## config.mk

```make
export PLATFORM = sky130hd
export DESIGN_NAME = tlb_refill_walker
export DESIGN_NICKNAME = d
export VERILOG_FILES = /design/src/rtl/tlb_refill_walker.sv
export SDC_FILE = /design/constraint.sdc
export NUM_CORES = 1
export LEC_CHECK = 0
export ABC_AREA = 0
export CAP_MARGIN = 25
export CELL_PAD_IN_SITES_DETAIL_PLACEMENT = 2
export CELL_PAD_IN_SITES_GLOBAL_PLACEMENT = 2
export CORE_MARGIN = 2
export CORE_UTILIZATION = 25
export DETAILED_ROUTE_END_ITERATION = 10
export GPL_TIMING_DRIVEN = 0
export PLACE_DENSITY = 0.79
export SYNTH_ARGS = -nofsm -noshare
export SYNTH_HDL_FRONTEND = slang
export SYNTH_SLANG_ARGS = --single-unit
```

## constraint.sdc

```tcl
create_clock -name clock -period 1.6 [get_ports clock]
set_input_delay 0.24 -clock clock [delete_from_list [all_inputs] [get_ports clock]]
set_output_delay 0.24 -clock clock [all_outputs]
set_load 0.005 [all_outputs]
```

## src/rtl/tlb_refill_walker.sv

```systemverilog
// ============================================================================
// Module   : tlb_refill_walker
// Brief    : Two-level page-table walker that refills a TLB on a miss and
//            raises a one-cycle page fault on an invalid PTE.
// Revision : 1.0  initial release
// ============================================================================
`default_nettype none

module tlb_refill_walker #(
    parameter int OFFSET  = 12,
    parameter int L1_BITS = 10
) (
    input  logic                  clock,
    input  logic                  reset_n,
    input  logic                  tlb_miss_i,
    input  logic [32-OFFSET-1:0]  miss_virtual_page_i,
    input  logic [31:0]           ptbr_i,
    output logic                  mem_req_o,
    output logic [31:0]           mem_addr_o,
    input  logic                  mem_ready_i,
    input  logic [31:0]           mem_data_i,
    output logic [32-OFFSET-1:0]  w_virtual_page_o,
    output logic [32-OFFSET-1:0]  w_phys_page_o,
    output logic                  write_enable_o,
    output logic                  busy_o,
    output logic                  page_fault_o,
    output logic [32-OFFSET-1:0]  fault_virtual_page_o
);

    localparam int PN      = 32 - OFFSET;
    localparam int L2_BITS = PN - L1_BITS;

    typedef enum logic [2:0] {
        ST_IDLE       = 3'd0,
        ST_L1         = 3'd1,
        ST_L2         = 3'd2,
        ST_REFILL     = 3'd3,
        ST_SETTLE     = 3'd4,
        ST_FAULT      = 3'd5,
        ST_FAULT_HOLD = 3'd6
    } state_t;

    state_t          r_state;
    state_t          w_next;
    logic [PN-1:0]   r_vpn;
    logic [PN-1:0]   r_ptbr_pn;
    logic [PN-1:0]   r_l1_ppn;
    logic [PN-1:0]   r_ppn;
    logic [PN-1:0]   r_fault_vpn;
    logic            w_latch_miss;
    logic            w_latch_l1;
    logic            w_latch_l2;
    logic            w_enter_fault;
    logic [31:0]     w_l1_addr;
    logic [31:0]     w_l2_addr;
    logic            w_unused_bits;

    // Only the page-number field of the base and the valid bit of a PTE matter.
    assign w_unused_bits = ^{ptbr_i[OFFSET-1:0], mem_data_i[OFFSET-1:1]};

    always_ff @(posedge clock or negedge reset_n) begin
        if (!reset_n) begin
            r_state <= ST_IDLE;
        end else begin
            r_state <= w_next;
        end
    end

    always_comb begin
        w_next        = r_state;
        w_latch_miss  = 1'b0;
        w_latch_l1    = 1'b0;
        w_latch_l2    = 1'b0;
        w_enter_fault = 1'b0;
        case (r_state)
            ST_IDLE: begin
                if (tlb_miss_i) begin
                    w_latch_miss = 1'b1;
                    w_next       = ST_L1;
                end
            end
            ST_L1: begin
                if (mem_ready_i) begin
                    if (mem_data_i[0]) begin
                        w_latch_l1 = 1'b1;
                        w_next     = ST_L2;
                    end else begin
                        w_enter_fault = 1'b1;
                        w_next        = ST_FAULT;
                    end
                end
            end
            ST_L2: begin
                if (mem_ready_i) begin
                    if (mem_data_i[0]) begin
                        w_latch_l2 = 1'b1;
                        w_next     = ST_REFILL;
                    end else begin
                        w_enter_fault = 1'b1;
                        w_next        = ST_FAULT;
                    end
                end
            end
            ST_REFILL:     w_next = ST_SETTLE;
            ST_SETTLE:     w_next = ST_IDLE;
            ST_FAULT:      w_next = ST_FAULT_HOLD;
            ST_FAULT_HOLD: if (!tlb_miss_i) w_next = ST_IDLE;
            default:       w_next = ST_IDLE;
        endcase
    end

    // Walk context is captured once so input changes mid-walk cannot disturb it.
    always_ff @(posedge clock or negedge reset_n) begin
        if (!reset_n) begin
            r_vpn       <= '0;
            r_ptbr_pn   <= '0;
            r_l1_ppn    <= '0;
            r_ppn       <= '0;
            r_fault_vpn <= '0;
        end else begin
            if (w_latch_miss) begin
                r_vpn     <= miss_virtual_page_i;
                r_ptbr_pn <= ptbr_i[31:OFFSET];
            end
            if (w_latch_l1) begin
                r_l1_ppn <= mem_data_i[31:OFFSET];
            end
            if (w_latch_l2) begin
                r_ppn <= mem_data_i[31:OFFSET];
            end
            if (w_enter_fault) begin
                r_fault_vpn <= r_vpn;
            end
        end
    end

    // 32-bit sums; any carry out of bit 31 is dropped.
    assign w_l1_addr = {r_ptbr_pn, {OFFSET{1'b0}}} + (32'(r_vpn[PN-1:L2_BITS]) << 2);
    assign w_l2_addr = {r_l1_ppn,  {OFFSET{1'b0}}} + (32'(r_vpn[L2_BITS-1:0]) << 2);

    always_comb begin
        mem_req_o  = 1'b0;
        mem_addr_o = '0;
        case (r_state)
            ST_L1: begin
                mem_req_o  = 1'b1;
                mem_addr_o = w_l1_addr;
            end
            ST_L2: begin
                mem_req_o  = 1'b1;
                mem_addr_o = w_l2_addr;
            end
            default: begin
                mem_req_o  = 1'b0;
                mem_addr_o = '0;
            end
        endcase
    end

    assign write_enable_o       = (r_state == ST_REFILL);
    assign w_virtual_page_o     = write_enable_o ? r_vpn : '0;
    assign w_phys_page_o        = write_enable_o ? r_ppn : '0;
    assign busy_o               = (r_state != ST_IDLE);
    assign page_fault_o         = (r_state == ST_FAULT);
    assign fault_virtual_page_o = r_fault_vpn;

endmodule

`default_nettype wire
```

-- Yosys cells after proc, flatten, opt, wreduce, memory -nomap -nowiden
Index checks and enable logic that the tools add are counted.
- register bits: 103
- input port bits: 88
- output and inout bits: 96
- logic and storage cells: 41
- $add $sub $neg: 2
- equal/unequal tests: 9
- muxes and demuxes: 20
- reduce and logical (&&, ||, !) cells: 4
- operators by type and width (cell ; count):
    adder 32 x 12 -> 32 bit ; 2
    case mux 32 bit (2 select lines) ; 1
    2-to-1 mux 20 bit ; 2
    2-to-1 mux 3 bit ; 6
    case mux 3 bit (6 select lines) ; 1
    2-to-1 mux 1 bit ; 10
    inequality test 2 bit, second input constant ; 4
    == test 3 x 2 -> 1 bit, second input constant ; 2
    == test 3 bit, second input constant ; 2
    AND reduction 4 bit ; 1
    == test 3 x 1 -> 1 bit, second input constant ; 1
    zero test 3 bit ; 1
    nonzero test 3 bit ; 1
    OR reduction 2 bit ; 1

-- Depth between registers and ports, before layout
- word-level depth: 3
- gate-level depth with buffers: 5
- gate-level depth less buffers: 3

-- Least setup slack after synthesis
Ideal clock, no wire load.
- path kind: flip-flop to flip-flop
- from: register r_state[0]
- to: register r_ptbr_pn[14]
- setup time: 0.125 ns
- data arrival time: 1.459 ns
- required time: 1.475 ns
- path slack: 0.016 ns
- stages on the path, launching flop included: 5
- buffers on the path: 1
- clock period less this slack: 1.584 ns
- cell sequence: dfrtp_1 or3_4 nor2_8 buf_8 mux2_2
- cells in the longest elaborated chain, start to end: 2
- RTL lines (what ; RTL line ; RTL):
    start: declaration ; 43 ; state_t r_state;
    start signal: assignment ; 65 ; r_state <= w_next;
    zero test 3 bit ; 75 ; case (r_state)
    2-to-1 mux 1 bit ; 75 ;
    end signal: assignment ; 123 ; r_ptbr_pn <= ptbr_i[31:OFFSET];
    end: declaration ; 46 ; logic [PN-1:0] r_ptbr_pn;
Every way passes these cells.
A chain may end at the register's enable or synchronous reset.

-- Worst setup path in the final report
- from: register r_state[1]
- to: output mem_addr_o[9]
- cells in the longest elaborated chain, start to end: 2
- elaborated cells on any way between the ends: 3
- classes of those cells: eq/ne (2); mux (1)
- RTL lines (what ; RTL line ; RTL):
    == test 3 x 2 -> 1 bit / == test 3 x 1 -> 1 bit (equally long branches) ; 144 ; case (r_state)
    case mux 32 bit (2 select lines) * ; 144 ;
    end: declaration ; 19 ; output logic [31:0] mem_addr_o,
Mark *: on every way between the ends. The rest lies on a longest branch, timed or not.

==> results.py <==
metrics = {
    "pwr": {
        "switchingPower_mw": 5.06,
        "p_leak_nw": 4.02,
        "p_comb_share_pct": 54.9,
        "p_clk_share_pct": 13.9,
        "irDropWorstVdd_uv": 687,
        "intPower_mw": 11.0,
        "p_seq_share_pct": 31.2,
        "switching_share_pct": 31.5,
        "p_per_area_nw_per_um2": 1880,
    },
    "synthesis": {
        "async_flop_share_pct": 100,
        "ys_warn_count": 0,
        "synth_top_area_cell": "dfrtp_1",
        "syn_area_um2": 4690,
        "ys_seq_area_share_pct": 54.9,
        "postSynthCellCount": 327,
        "synth_area_leaders": "dfrtp_1 (55%), mux2_2 (16%), mux2_4 (9.6%), a22o_1 (5.6%), and2_1 (5.5%)",
        "synth_edf_count": 0,
        "post_synth.cell_area_avg_um2": 14.3,
        "ys_types": 29,
        "synth_top_area_share_pct": 54.9,
        "synth_flop_cell": "dfrtp_1",
        "yosys_register_bits": 103,
    },
    "setup_path": {
        "slowest_stage": "dfrtp_2",
        "crit_fanout": 5,
        "startpoint_type": "flop",
        "crit_buf_inv": 5,
        "worst_r2r_path_depth": 9,
        "worstReg2RegEnd": "r_ptbr_pn[10]",
        "cpLargestDelayFamily": "buffers and inverters",
        "crit-reg2reg-launch": "r_state[1]",
        "crit_arrival_ns": 1.91,
        "critPathMaxStageDelay_ns": 0.45,
        "cp_num_cells": 8,
        "cp.required_ns": 1.36,
        "crit_chain": "nand2b_4, nor2_4, clkbuf_16, buf_12, buf_12, buf_6, a22o_1, buf_2",
        "crit_start": "r_state[1]",
        "cp-endpoint": "mem_addr_o[9]",
        "critPathKind": "reg2out",
        "rrSetupSlack_ns": -0.54,
        "end_kind": "primary output",
        "cpMostUsedCell": "buf_12",
    },
    "run_status": {
        "violations": "negative setup slack",
        "status": "finished with violations",
    },
    "sta": {
        "fin_ws_ns": -0.548,
        "fin_crit_ns": 2.15,
        "finalSetupViolations": 174,
        "rsz0062_at_grt": "true",
        "fin_setup_tns_ns": -62.22,
        "max_freq_ghz": 0.466,
        "fin_skew_ns": 0.00943,
        "period_share_pct": 134,
        "slew_violations": 0,
        "final_hold_viol_count": 0,
        "slew_headroom_pct": 61.8,
        "worst_pin_slew_ns": 0.573,
    },
    "grt": {
        "grt_max_degree": 66,
        "grt-ovfl-total": 0,
        "grt_pass1_vias": 4352,
        "grtUsageTotal_pct": 19.5,
        "antenna_found_initial": 0,
        "grt_pass1_wl_um": 28700,
    },
    "floorplan": {
        "dieArea_um2": 19900,
        "rows": 50,
        "die_w_um": 141,
        "core_um2": 18600,
        "ios": 184,
        "initial_utilization_pct": 25.2,
        "die_y_um": 141,
    },
    "layout": {
        "drive_gt1_share_pct": 59.7,
        "fin_area_um2": 8560,
        "stdcell_count": 825,
        "multiInputGateArea_um2": 2360,
        "fin_nets": 674,
        "nFillCells": 1752,
        "n_antenna_cell": 0,
        "syn2layout_area_growth_pct": 82.6,
        "utilization_pct": 46.1,
        "seq_area_um2": 2580,
    },
    "clock_tree": {
        "numCtsBuffers": 9,
        "cts_sinks": 103,
        "clk_pin_slew_worst_paths_ns": 0.07,
        "htree_levels": 3,
        "cts_tree": "built",
        "clk_latency_ns": 0.35,
        "cts-root-buf": "clkbuf_16",
        "cts_buffer_depth": 2,
    },
    "detailed_routing": {
        "dr_wl_met3_um": 902,
        "dr_wl_met2_um": 10200,
        "antenna_left": 0,
        "wl_per_cell_um": 23.9,
        "highest_layer": "met4",
        "drtIter0Drc": 59,
        "vias": 3737,
        "wirelength_um": 19700,
        "drc_errors": 0,
        "wl_met1_um": 8300,
        "first_pass_iters": 4,
        "via_per_inst": 4.53,
    },
    "place": {
        "port_buffers": 158,
        "dpl.hpwl_um": 11200,
        "gp_congestion": 0.779,
        "placed_cells": 721,
        "placed_cell_area_um2": 6590,
    },
    "job": {
        "maxCapViolations": 0,
    },
    "worst_hold_path": {
        "min_path_type": "in2async",
    },
}
[through the flow]
step	hold WS [ns]	power [mW]	setup WS, ns
final	0.431	16.1	-0.548
after CTS	0.439	15.5	-0.523
after global routing	0.473	16.9	-0.621
after floorplan	-0.0556	7.53	0.0159
after global placement	0.480	10.2	-3.79
after detailed placement	0.268	10.5	-0.927
[how the worst min path moves through the flow]
stage	to	slack [ns]	depth (start not counted)
finish	fault_virtual_page_o[4]	0.43	2
global route	fault_virtual_page_o[4]	0.47	2
CTS	fault_virtual_page_o[4]	0.44	2
detailed placement	fault_virtual_page_o[4]	0.27	1
global placement	fault_virtual_page_o[1]	0.48	1
floorplan	fault_virtual_page_o[0]	-0.06	0
[sequential cells by signal, indices dropped and copies added, names as in the netlist]
| signal | count |
|---|---|
| fault_virtual_page_o | 20 |
| r_l1_ppn | 20 |
| r_ppn | 20 |
| r_ptbr_pn | 20 |
| r_vpn | 20 |
| r_state | 3 |
[placed cells by master, fill, tap and decap left out, types with 2 or more instances in the layout]
cell             count
nor2b_4              2
buf_2               33
nor3_1               2
dfrtp_2              2
buf_6               84
buf_4               24
buf_16               6
nor3b_4              2
buf_12              18
conb_1               2
clkbuf_16           16
dfrtp_1            101
clkbuf_8             5
and2_1               4
clkdlybuf4s50_1     83
a21oi_1              3
mux2_4              94
nor2_4               3
clkbuf_1             2
mux2_2               6
nand3b_1             2
buf_8                9
and2_4              37
a22o_1              30
o21ai_0              2
inv_1                2
clkinvlp_4           2
[layer usage]
layer,global-route usage (%),up-vias
met5,0,-
met1,24.3,1929
met2,34.7,120
met4,5.05,0
li1,-,1672
met3,3.80,16
[cell usage after synthesis (all sizes together) (3+ instances only)]
cell	instances
nor2	4
a22o	30
dfrtp	103
nor2b	3
buf	14
a21oi	3
o21ai	3
clkbuf	9
and2	41
mux2	100
[logic make-up after synthesis]
kind of cell / count (synthesis) / share of synthesized area (%)
multiplexers: 100 / 26.4
AO/OA/AOI/OAI: 37 / 6.40
other: 1 / 0.0799
AND/OR/NAND/NOR: 61 / 8.46
buffers and inverters: 25 / 3.71
flip-flops: 103 / 54.9
[timing repair]
item / in CTS / in global routing
resized for setup: 526 / 63
hold buffers: 1 / 0
pin swaps: 51 / 15
hold endpoints to repair: 38 / 0
setup endpoints to repair: 175 / 174
buffers inserted: 63 / 22
cloned: 14 / 3
[worst register-to-register path: cells and delay by family, from the launching register on]
| kind | cells | cell delay, ns |
|---|---|---|
| simple gates | 2 | 0.49 |
| mux | 1 | 0.30 |
| flops | 1 | 0.47 |
| buf+inv | 6 | 0.75 |
[power by group through the flow]
| stage | logic [mW] | clock network [mW] | registers, mW |
|---|---|---|---|
| 2_1_floorplan | 2.98 | 0 | 4.55 |
| 3_3_place_gp | 5.41 | 0 | 4.79 |
| 3_5_place_dp | 5.62 | 0 | 4.90 |
| 4_1_cts | 8.26 | 2.31 | 4.92 |
| 5_1_grt | 9.33 | 2.42 | 5.19 |
| 6_report | 8.83 | 2.23 | 5.02 |
[layout make-up]
type,instances,share of cell area (%)
Timing Repair Buffer,252,31.9
Sequential cell,103,30.1
Multi-Input combinational cell,200,27.5
Buffer,18,3.56
Tap cell,234,3.42
Clock buffer,11,2.72
Clock inverter,5,0.687
Inverter,2,0.0877
Power figures use the tool's default switching activity.
